===== src/rtl/alu_rr_arbiter.sv =====
`default_nettype none
// ============================================================================
// Module      : alu_rr_arbiter
// Description : Round-robin arbiter sharing one 8-operation ALU among NREQ
//               valid/ready requesters. Define ALU_ARB_PRIO0_EN to give
//               requester 0 fixed top priority over the round-robin group.
// Revision    : 1.0 - initial release
// ============================================================================
module alu_rr_arbiter #(
    parameter int WIDTH = 8,
    parameter int NREQ  = 4,
    parameter int IDW   = $clog2(NREQ)
) (
    input  logic                  clk,
    input  logic                  rst_n,
    input  logic [NREQ-1:0]       req_valid,
    output logic [NREQ-1:0]       req_ready,
    input  logic [NREQ*WIDTH-1:0] req_a,
    input  logic [NREQ*WIDTH-1:0] req_b,
    input  logic [NREQ*3-1:0]     req_op,
    output logic                  rsp_valid,
    input  logic                  rsp_ready,
    output logic [IDW-1:0]        rsp_id,
    output logic [WIDTH-1:0]      rsp_result,
    output logic [3:0]            rsp_flags
);

    localparam logic [1:0] c_IDLE = 2'd0;
    localparam logic [1:0] c_EXEC = 2'd1;
    localparam logic [1:0] c_RESP = 2'd2;
    localparam int         c_MSB  = WIDTH - 1;

    logic [1:0]       r_state;
    logic [1:0]       w_state_nxt;
    logic [IDW-1:0]   r_ptr;
    logic [IDW-1:0]   r_gnt;
    logic [IDW-1:0]   w_gnt_nxt;
    logic [WIDTH-1:0] r_a;
    logic [WIDTH-1:0] r_b;
    logic [2:0]       r_op;
    logic             r_rsp_valid;
    logic [IDW-1:0]   r_rsp_id;
    logic [WIDTH-1:0] r_rsp_result;
    logic [3:0]       r_rsp_flags;

    logic             w_found;
    logic [IDW-1:0]   w_win;
    int               w_idx;
    logic             w_hs;
    logic [WIDTH:0]   w_sum;
    logic [WIDTH:0]   w_diff;
    logic [WIDTH-1:0] w_res;
    logic             w_c;
    logic             w_v;

    // Scan upward from ptr with wrap; with the priority option requester 0
    // pre-empts the scan whenever it is valid.
    always_comb begin
        w_found = 1'b0;
        w_win   = '0;
        w_idx   = 0;
`ifdef ALU_ARB_PRIO0_EN
        if (req_valid[0]) begin
            w_found = 1'b1;
        end
`endif
        for (int k = 0; k < NREQ; k++) begin
            w_idx = int'(r_ptr) + k;
            if (w_idx >= NREQ) begin
                w_idx = w_idx - NREQ;
            end
            if (!w_found && req_valid[w_idx]) begin
                w_found = 1'b1;
                w_win   = IDW'(w_idx);
            end
        end
    end

    always_ff @(posedge clk or negedge rst_n) begin
        if (!rst_n) begin
            r_state <= c_IDLE;
        end else begin
            r_state <= w_state_nxt;
        end
    end

    always_comb begin
        w_state_nxt = r_state;
        case (r_state)
            c_IDLE:  if (w_found) w_state_nxt = c_EXEC;
            c_EXEC:  w_state_nxt = c_RESP;
            c_RESP:  if (rsp_ready) w_state_nxt = c_IDLE;
            default: w_state_nxt = c_IDLE;
        endcase
    end

    // rst_n gating keeps req_ready low while reset is held with requests pending.
    always_comb begin
        req_ready = '0;
        w_hs      = (r_state == c_IDLE) && w_found;
        if (w_hs && rst_n) begin
            req_ready[w_win] = 1'b1;
        end
    end

    always_comb begin
        w_sum  = {1'b0, r_a} + {1'b0, r_b};
        w_diff = {1'b0, r_a} - {1'b0, r_b};
        w_res  = '0;
        w_c    = 1'b0;
        w_v    = 1'b0;
        case (r_op)
            3'b000: begin
                w_res = w_sum[WIDTH-1:0];
                w_c   = w_sum[WIDTH];
                w_v   = (r_a[c_MSB] == r_b[c_MSB]) && (w_sum[c_MSB] != r_a[c_MSB]);
            end
            3'b001: begin
                w_res = w_diff[WIDTH-1:0];
                w_c   = ~w_diff[WIDTH];
                w_v   = (r_a[c_MSB] != r_b[c_MSB]) && (w_diff[c_MSB] != r_a[c_MSB]);
            end
            3'b010: w_res = r_a & r_b;
            3'b011: w_res = r_a | r_b;
            3'b100: w_res = r_a ^ r_b;
            3'b101: w_res = ~r_a;
            3'b110: begin
                w_res = {r_a[WIDTH-2:0], 1'b0};
                w_c   = r_a[c_MSB];
            end
            3'b111: begin
                w_res = {1'b0, r_a[WIDTH-1:1]};
                w_c   = r_a[0];
            end
        endcase
    end

    assign w_gnt_nxt = (r_gnt == IDW'(NREQ - 1)) ? '0 : r_gnt + IDW'(1);

    always_ff @(posedge clk or negedge rst_n) begin
        if (!rst_n) begin
            r_ptr        <= '0;
            r_gnt        <= '0;
            r_a          <= '0;
            r_b          <= '0;
            r_op         <= '0;
            r_rsp_valid  <= 1'b0;
            r_rsp_id     <= '0;
            r_rsp_result <= '0;
            r_rsp_flags  <= '0;
        end else begin
            case (r_state)
                c_IDLE: begin
                    if (w_hs) begin
                        r_gnt <= w_win;
                        r_a   <= req_a[w_win*WIDTH +: WIDTH];
                        r_b   <= req_b[w_win*WIDTH +: WIDTH];
                        r_op  <= req_op[w_win*3 +: 3];
                    end
                end
                c_EXEC: begin
                    r_rsp_valid  <= 1'b1;
                    r_rsp_id     <= r_gnt;
                    r_rsp_result <= w_res;
                    r_rsp_flags  <= {w_c, (w_res == '0), w_v, w_res[c_MSB]};
`ifdef ALU_ARB_PRIO0_EN
                    if (r_gnt != '0) begin
                        r_ptr <= w_gnt_nxt;
                    end
`else
                    r_ptr <= w_gnt_nxt;
`endif
                end
                c_RESP: begin
                    if (rsp_ready) begin
                        r_rsp_valid <= 1'b0;
                    end
                end
                default: r_rsp_valid <= 1'b0;
            endcase
        end
    end

    assign rsp_valid  = r_rsp_valid;
    assign rsp_id     = r_rsp_id;
    assign rsp_result = r_rsp_result;
    assign rsp_flags  = r_rsp_flags;

endmodule
`default_nettype wire

===== config.mk =====
export PLATFORM = sky130hd
export DESIGN_NAME = alu_rr_arbiter
export DESIGN_NICKNAME = d
export VERILOG_FILES = /design/src/rtl/alu_rr_arbiter.sv
export SDC_FILE = /design/constraint.sdc
export NUM_CORES = 1
export LEC_CHECK = 0
export CORE_MARGIN = 2
export CORE_UTILIZATION = 47
export DETAILED_ROUTE_END_ITERATION = 12
export GPL_ROUTABILITY_DRIVEN = 0
export PLACE_DENSITY = 0.79
export RECOVER_POWER = 25
export SETUP_SLACK_MARGIN = 0.5
export SYNTH_ARGS = -nofsm -noshare
export SYNTH_HDL_FRONTEND = slang
export SYNTH_SLANG_ARGS = --single-unit

===== constraint.sdc =====
create_clock -name clk -period 6.6 [get_ports clk]
set_input_delay 1.32 -clock clk [delete_from_list [all_inputs] [get_ports clk]]
set_output_delay 1.32 -clock clk [all_outputs]
set_load 0.02 [all_outputs]

==> results_dict.tcl, run 1 <==
set metrics [dict create \
    syn_nets 491 \
    viasPerCell 5.53 \
    cts_root_buf "clkbuf_8" \
    slowest_stage "clkbuf_1" \
    vias 3146 \
    async_reset_ff_share_pct 100 \
    clock_skew_ns 0.0142 \
    final_layout_size_suffix_gt1_share_pct 10.3 \
    rows 32 \
    cts_resized 0 \
    cts_tree "built" \
    pin_count 102 \
    ys_seq_area_share_pct 26.7 \
    dieHeight_um 92.1 \
    wl_met1_mm 3.64 \
    port_buffers 101 \
    power.density_nw_per_um2 512 \
    syn2layout_area_growth_pct 30.4 \
    grt-ovfl-total 0 \
    violations "max-capacitance violations, max-slew violations" \
    cts.hold.buffers_added 0 \
    clk_pin_slew_worst_paths_ns 0.07 \
    die_w_um 92.1 \
    slowest_delay_ns 1.42 \
    first_global_vias 3137 \
    drtAntennaViolNets 0 \
    cts_buffer_depth 2 \
    detail_route.wl_per_cell_um 14.9 \
    crit_chain "clkbuf_1 -> nand3_1 -> nor2b_1 -> clkdlybuf4s50_1" \
    cts_setup_buffers 0 \
    ys.flop_type "dfrtp_1" \
    cts_buffers 5 \
    grt_max_degree 42 \
    setup_tns_ns 0 \
    numClockSinks 39 \
    wl_met2_mm 4.17 \
    min_from "rsp_result[3]" \
    fmax_mhz 191 \
    antenna_found_initial 0 \
    final_nets 576 \
    dr.pass1.iters 5 \
    crit_type "input port to output port" \
    top_layer_used "met4" \
    final_area_um2 4760 \
    pre_cts_ws_ns 1.49 \
    avgSynthCellArea_um2 9.58 \
    ys_seq_elements 39 \
    required_ns 5.28 \
    fin_ws_ns 1.37 \
    cp.arrival_ns 3.91 \
    start_kind "input port" \
    power.total_mw 2.43 \
    ctsHtreeMaxLevel 2 \
    p_leak_nw 2.08 \
    cp-end-kind "output port" \
    maxCapViolCount 1 \
    drc 0 \
    vdd_ir_drop_max_mv 0.171 \
    fin_crit_sh_pct 79.2 \
    clock_latency_ns 0.31 \
    relSlewSlack_pct -34.4 \
    grt.total_usage_pct 21.1 \
    hold_viol_final 0 \
    crit_family "buffers and inverters" \
    placed_area_um2 4650 \
    rsz0062_at_grt "no" \
    synth_edf_count 0 \
    drtIter0Drc 234 \
    crit_buf_inv 2 \
    drv_slew 42 \
    cp-startpoint "rst_n" \
    synth_cells 381 \
    worst_slew_pin_slew_ns 2.02 \
    ys_types 60 \
    r2r_start "r_op[0]" \
    finalSetupViolCount 0 \
    worstPathMaxFanout 41 \
    wirelength_mm 8.47 \
    netlist_area_um2 3650 \
    dieArea_um2 8480 \
    antenna_cells 0 \
    ys_warn_count 0 \
    core_area_um2 7610 \
    outcome "finished with violations" \
    start_util_pct 48.0 \
    fin_crit_ns 5.23 \
    hold_path.class "register to register" \
    wl_met3_um 482 \
    grt_pass1_wl_mm 14.5 \
    dp_hpwl_mm 6.75 \
]
==> stage by stage <==
| step | hold WS (ns) | std cells | utilization, % |
|---|---|---|---|
| 6_report | 0.479 | 569 | 62.5 |
| 5_1_grt | 0.510 | 569 | 62.5 |
| 4_1_cts | 0.487 | 569 | 62.5 |
| 3_5_place_dp | 0.469 | 561 | 61.1 |
| 3_3_place_gp | 0.461 | 561 | 61.1 |
| 2_1_floorplan | 0.475 | 381 | - |
==> cells in the final DEF (no fill, tap or decap), types with 3 or more instances in the layout <==
master,count
clkdlybuf4s50_1,99
mux2i_1,65
dfrtp_1,39
inv_1,28
mux2_2,26
ha_1,25
nand2_1,23
nor2_1,16
a21oi_1,14
o21ai_0,13
nor2b_1,9
nand2b_1,7
o31ai_1,5
o21a_1,5
o211ai_1,5
nor3_1,5
clkbuf_8,5
nand3_1,4
a211oi_1,4
o22ai_1,4
or3_1,3
o31a_1,3
a32o_1,3
a21o_1,3
buf_4,3
==> power by group <==
part / total (mW) / internal, mW / leakage, nW / switching [mW]
clock: 0.200 / 0.113 / 0.0581 / 0.0873
sequential: 0.533 / 0.361 / 0.468 / 0.172
combinational: 1.70 / 0.806 / 1.55 / 0.896
total: 2.43 / 1.28 / 2.08 / 1.16
==> path summary, 6_finish.rpt <==
path	to	depth (start not counted)	slack (ns)
max in group asynchronous	r_a[6]	1	3.86
hold reg to reg	rsp_result[3]	2	0.48
hold / removal	rsp_result[3]	2	0.48
min in group asynchronous	r_a[7]	1	1.58
setup reg to reg	rsp_result[6]	6	3.88
setup / recovery	req_ready[1]	4	1.37
==> per-layer routing <==
layer	vias to the layer above	GRT usage, %
li1	1551	-
met1	1451	26.3
met2	127	37.3
met3	17	3.53
met4	0	5.97
met5	-	0
==> flip-flops by register name (all words and copies together) (netlist names) <==
name        cells
rsp_valid       1
r_state         2
rsp_id          2
rsp_result      7
r_gnt           2
r_b             8
r_a             8
r_op            3
rsp_flags       4
r_ptr           2
==> worst register-to-register path, delay by kind of cell (launching register included) <==
family,cells,cell delay (ns)
compound gates,4,1.11
flops,1,0.88
mux,1,0.21
buf+inv,1,0.45
==> cell families (layout without fill, tap and decap cells) <==
kind of cell    count (synthesis)  count (layout)  synth area share [%]
buf+inv                        55             141                  7.65
compound gates                 84              84                  17.1
flops                          39              39                  26.7
simple gates                   79              79                  10.8
fa+ha+maj                      27              27                  9.67
xor+xnor                        4               4                 0.960
mux                            93              93                  27.1
==> synth_stat cells, types with 4 or more instances <==
master,instances,share of area (%)
a211oi_1,4,0.82
a21oi_1,14,1.9
buf_2,10,1.4
buf_4,5,1.0
clkbuf_1,7,0.72
dfrtp_1,39,27
ha_1,25,8.6
inv_1,28,2.9
mux2_2,26,8.0
mux2i_1,65,18
nand2_1,23,2.4
nand2b_1,7,1.2
nand3_1,4,0.55
nor2_1,16,1.6
nor2b_1,9,1.5
nor3_1,6,0.82
o211ai_1,5,1.0
o21a_1,5,1.0
o21ai_0,13,1.8
o22ai_1,5,0.86
o31ai_1,5,1.0
==> area by class of cell <==
type / instances / area, um^2
Sequential cell: 39 / 976
Clock inverter: 3 / 43.8
Inverter: 29 / 109
Tap cell: 102 / 128
Clock buffer: 5 / 68.8
Timing Repair Buffer: 104 / 1030
Fill cell: 649 / 2850
Multi-Input combinational cell: 287 / 2400
Note: power is estimated with default switching activity, not from simulation.
==> run 2, diff against run 1 <==
- CORE_UTILIZATION: 47 -> 44
- PLACE_DENSITY: 0.79 -> 0.77
- clock period: 6.6 -> 4.6 ns (I/O delays scaled with it)
==> results_dict.tcl, run 2 (same netlist as run 1, synthesis figures left out) <==
set metrics [dict create \
    p_leak_nw 2.08 \
    port_buffers 101 \
    drtAntennaViolNets 0 \
    r2r_start "r_op[0]" \
    rsz0062_at_grt "no" \
    outcome "finished with violations" \
    cts.hold.buffers_added 0 \
    grt_max_degree 40 \
    setup_tns_ns 0 \
    maxCapViolCount 1 \
    fin_crit_ns 3.84 \
    start_kind "input port" \
    grt.total_usage_pct 20.4 \
    cts_setup_buffers 0 \
    grt-ovfl-total 0 \
    clk_pin_slew_worst_paths_ns 0.08 \
    start_util_pct 44.9 \
    hold_viol_final 0 \
    worst_slew_pin_slew_ns 2.00 \
    slowest_delay_ns 0.54 \
    min_to "rsp_result[4]" \
    stdcell_count 574 \
    die_w_um 95.1 \
    hold_path.class "register to register" \
    min_from "rsp_result[4]" \
    power.total_mw 3.51 \
    rr_worst_depth 6 \
    relSlewSlack_pct -33.5 \
    clock_latency_ns 0.30 \
    holdPathStages 2 \
    drtIter0Drc 246 \
    postLayoutCoreUtil_pct 58.7 \
    final_cell_mix "100 x clkdlybuf4s50_1, 65 x mux2i_1, 39 x dfrtp_1, 28 x inv_1, 26 x mux2_2" \
    worstPathMaxFanout 19 \
    first_global_vias 3111 \
    reg2reg_to "rsp_result[6]" \
    required_ns 3.68 \
    slowest_stage "clkdlybuf4s50_1" \
    vias 3136 \
    cts_buffer_depth 2 \
    crit_type "input port to output port" \
    antenna_found_initial 0 \
    numClockSinks 39 \
    power.density_nw_per_um2 735 \
    cts_resized 0 \
    dpl.cell_count 566 \
    cp.arrival_ns 2.92 \
    finalSetupViolCount 0 \
    rows 33 \
    violations "max-capacitance violations, max-slew violations" \
    fin_crit_sh_pct 83.6 \
    dp_hpwl_mm 6.96 \
    core_area_um2 8130 \
    vdd_ir_drop_max_mv 0.244 \
    drc 0 \
    final_nets 578 \
    dieHeight_um 95.1 \
    cts_tree "built" \
    cts_root_buf "clkbuf_8" \
    ctsHtreeMaxLevel 2 \
    crit_chain "clkdlybuf4s50_1 -> nor2b_1 -> nor2_1 -> o22ai_2 -> buf_4 -> nor2_1 -> clkdlybuf4s50_1" \
    cts_buffers 5 \
    detail_route.wl_per_cell_um 15.2 \
    grt_pass1_wl_mm 14.7 \
    fmax_mhz 260 \
    hold_slack_ns 0.479 \
    pin_count 102 \
    drv_slew 40 \
    syn2layout_area_growth_pct 30.8 \
    final_common_cell "clkdlybuf4s50_1" \
    clock_skew_ns 0.00743 \
    dieArea_um2 9040 \
    wirelength_mm 8.73 \
    cp-end-kind "output port" \
    final_layout_size_suffix_gt1_share_pct 10.4 \
    reg2reg_slack_ns 1.91 \
    dr.pass1.iters 6 \
    antenna_cells 0 \
    viasPerCell 5.46 \
]
==> run 2: cell count changes in the layout (fill, tap and decap cells not counted) <==
| cell | previous run | this run |
|---|---|---|
| buf_4 | 3 | 4 |
| clkbuf_1 | 1 | 2 |
| clkdlybuf4s50_1 | 99 | 100 |
| dlygate4sd3_1 | 1 | 0 |
==> run 2: area by class of cell <==
type                    count  area [um^2]
multi-input cells         287         2400
clock inverters             3         43.8
flip-flops and latches     39          976
fillers                   729         3360
inverters                  29          109
well taps                 105          131
repair buffers            106         1040
clock buffers               5         68.8
==> run 2: metal layers <==
metal	global-route usage [%]	wire [um]	share of wire [%]
met5	0	0	0
met2	35.7	4330	50
met1	26.6	3820	44
met4	4.35	74	0.85
met3	3.32	505	5.8
==> run 2: through the flow <==
| stage | cell area (um^2) | worst slack [ns] |
|---|---|---|
| after floorplan | 3650 | 1.45 |
| after global placement | 4660 | 0.835 |
| after detailed placement | 4660 | 0.758 |
| after CTS | 4780 | 0.751 |
| after global routing | 4770 | 0.645 |
| final | 4770 | 0.755 |
==> run 2: how the worst max path moves through the flow <==
stage,startpoint,endpoint,slack (ns),depth (start not counted)
floorplan,req_valid[0],req_ready[1],1.45,6
global placement,req_valid[0],req_ready[3],0.84,7
detailed placement,req_valid[0],req_ready[3],0.76,7
CTS,req_valid[0],req_ready[3],0.75,7
global route,req_valid[0],req_ready[3],0.65,7
finish,req_valid[0],req_ready[3],0.76,7
==> run 2: worst max-delay path: cells and delay by family <==
kind                   cells  cell delay, ns
buffers and inverters      3            1.40
and+or+nand+nor            3            0.36
AOI/OAI and AO/OA          1            0.24
==> run 2: report_power, final <==
group          switching, mW  total, mW  internal (mW)
Combinational           1.32       2.47           1.16
Sequential             0.223      0.741          0.518
Clock                  0.130      0.291          0.162
Total                   1.67       3.51           1.84
==> run 3, diff against run 2 <==
- clock period: 4.6 -> 3.4 ns (I/O delays scaled with it)
==> results_dict.tcl, run 3 (same netlist as run 1, synthesis figures left out) <==
set metrics [dict create \
    setup_tns_ns 0 \
    rows 33 \
    wirelength_mm 8.96 \
    dp_hpwl_mm 6.99 \
    detail_route.wl_per_cell_um 15.5 \
    rsz0062_at_grt "no" \
    ctsHtreeMaxLevel 2 \
    syn2layout_area_growth_pct 31.1 \
    p_sw_share_pct 47.6 \
    reg2reg_to "rsp_flags[3]" \
    viasPerCell 5.51 \
    final_nets 581 \
    cts_setup_buffers 0 \
    final_cell_mix "94 x clkdlybuf4s50_1, 65 x mux2i_1, 39 x dfrtp_1, 28 x inv_1, 26 x mux2_2" \
    violations "max-capacitance violations, max-slew violations" \
    rr_worst_depth 9 \
    pin_count 102 \
    p_switching_mw 2.28 \
    cp-startpoint "req_valid[2]" \
    antenna_cells 0 \
    cts_root_buf "clkbuf_8" \
    die_w_um 95.1 \
    maxCapViolCount 1 \
    drtAntennaViolNets 0 \
    finalSetupViolCount 0 \
    grt-ovfl-total 0 \
    vdd_ir_drop_max_mv 0.356 \
    grt_max_degree 40 \
    power.density_nw_per_um2 1000 \
    hold_viol_final 0 \
    drtIter0Drc 273 \
    cts_tree "built" \
    final_common_cell "clkdlybuf4s50_1" \
    dieHeight_um 95.1 \
    grt.total_usage_pct 21.0 \
    p_int_mw 2.51 \
    regArea_um2 976 \
    seq_power_share_pct 20.4 \
    start_util_pct 44.9 \
    power.share.combinational_pct 71.2 \
    numClockSinks 39 \
    dr.pass1.iters 5 \
    p_leak_nw 2.11 \
    fin_crit_ns 2.80 \
    cp.arrival_ns 2.12 \
    first_global_vias 3069 \
    clk_pin_slew_worst_paths_ns 0.09 \
    multi_input_area_um2 2400 \
    outcome "finished with violations" \
    placed_area_um2 4690 \
    clock_skew_ns 0.0103 \
    cts_buffer_depth 2 \
    crit_type "input port to output port" \
    wl_met3_um 461 \
    drc 0 \
    cp-end-kind "output port" \
    postLayoutCoreUtil_pct 58.8 \
    final_layout_size_suffix_gt1_share_pct 11.9 \
    min_from "rsp_result[1]" \
    fill_cells 730 \
    required_ns 2.72 \
    cts_buffers 5 \
    top_layer_used "met4" \
    clockPowerShare_pct 8.3 \
    final_area_um2 4780 \
    drv_slew 40 \
    vias 3179 \
    relSlewSlack_pct -31.4 \
    fmax_mhz 357 \
    dieArea_um2 9040 \
    clock_latency_ns 0.30 \
    wl_met2_mm 4.34 \
    wl_met1_mm 4.01 \
    core_area_um2 8130 \
    r2r_start "r_a[0]" \
    start_kind "input port" \
    fin_crit_sh_pct 82.3 \
    antenna_found_initial 0 \
    crit_end "req_ready[0]" \
    worst_slew_pin_slew_ns 1.97 \
    port_buffers 101 \
    hold_path.class "register to register" \
    reg2reg_slack_ns 0.78 \
    worstPathMaxFanout 4 \
    grt_pass1_wl_mm 14.9 \
]
## run 3: how the worst min path moves through the flow
stage | end | slack (ns) | cells past startpoint
floorplan | r_a[0] | 0.38 | 0
global placement | rsp_result[2] | 0.46 | 2
detailed placement | rsp_flags[2] | 0.46 | 2
CTS | r_ptr[0] | 0.47 | 2
global route | rsp_flags[2] | 0.51 | 2
finish | rsp_result[1] | 0.48 | 2
## run 3: per-stage QoR
step,power (mW),hold slack [ns],instances,setup WS (ns)
after floorplan,3.55,0.384,381,0.726
after global placement,4.24,0.460,569,0.137
after detailed placement,4.34,0.464,569,0.0595
after CTS,4.77,0.475,577,0.519
after global routing,5.19,0.510,577,0.506
final,4.79,0.483,577,0.601
## run 3: per-layer routing
layer | vias up | global-route usage [%]
met5 | - | 0
met4 | 0 | 5.56
met3 | 13 | 3.48
met2 | 126 | 36.9
met1 | 1476 | 26.5
li1 | 1564 | -
## run 3: repair_timing
| action | in CTS | in global routing |
|---|---|---|
| gates cloned | 0 | 0 |
| gates resized for setup | 17 | 2 |
| hold buffers | 0 | 0 |
| setup endpoints to repair | 4 | 4 |
## run 3: area by class of cell
cell class              count  share of cell area, %
repair buffers            109                   21.8
well taps                 105                   2.75
clock inverters             3                  0.994
clock buffers               5                   1.44
flip-flops and latches     39                   20.4
multi-input cells         287                   50.3
inverters                  29                   2.28
## run 3: power groups by stage
| stage | registers [mW] | clock network [mW] | logic, mW |
|---|---|---|---|
| 6_report | 0.979 | 0.399 | 3.41 |
| 5_1_grt | 1.01 | 0.436 | 3.74 |
| 4_1_cts | 0.974 | 0.409 | 3.39 |
| 3_5_place_dp | 0.981 | 0 | 3.35 |
| 3_3_place_gp | 0.969 | 0 | 3.27 |
| 2_1_floorplan | 0.960 | 0 | 2.59 |
## run 3: critical path, stage by stage
cell	delay, ns
clkdlybuf4s50_1	0.51
inv_1	0.07
o221ai_1	0.26
a21oi_4	0.10
nand3b_1	0.19
nor2b_1	0.13
buf_2	0.17
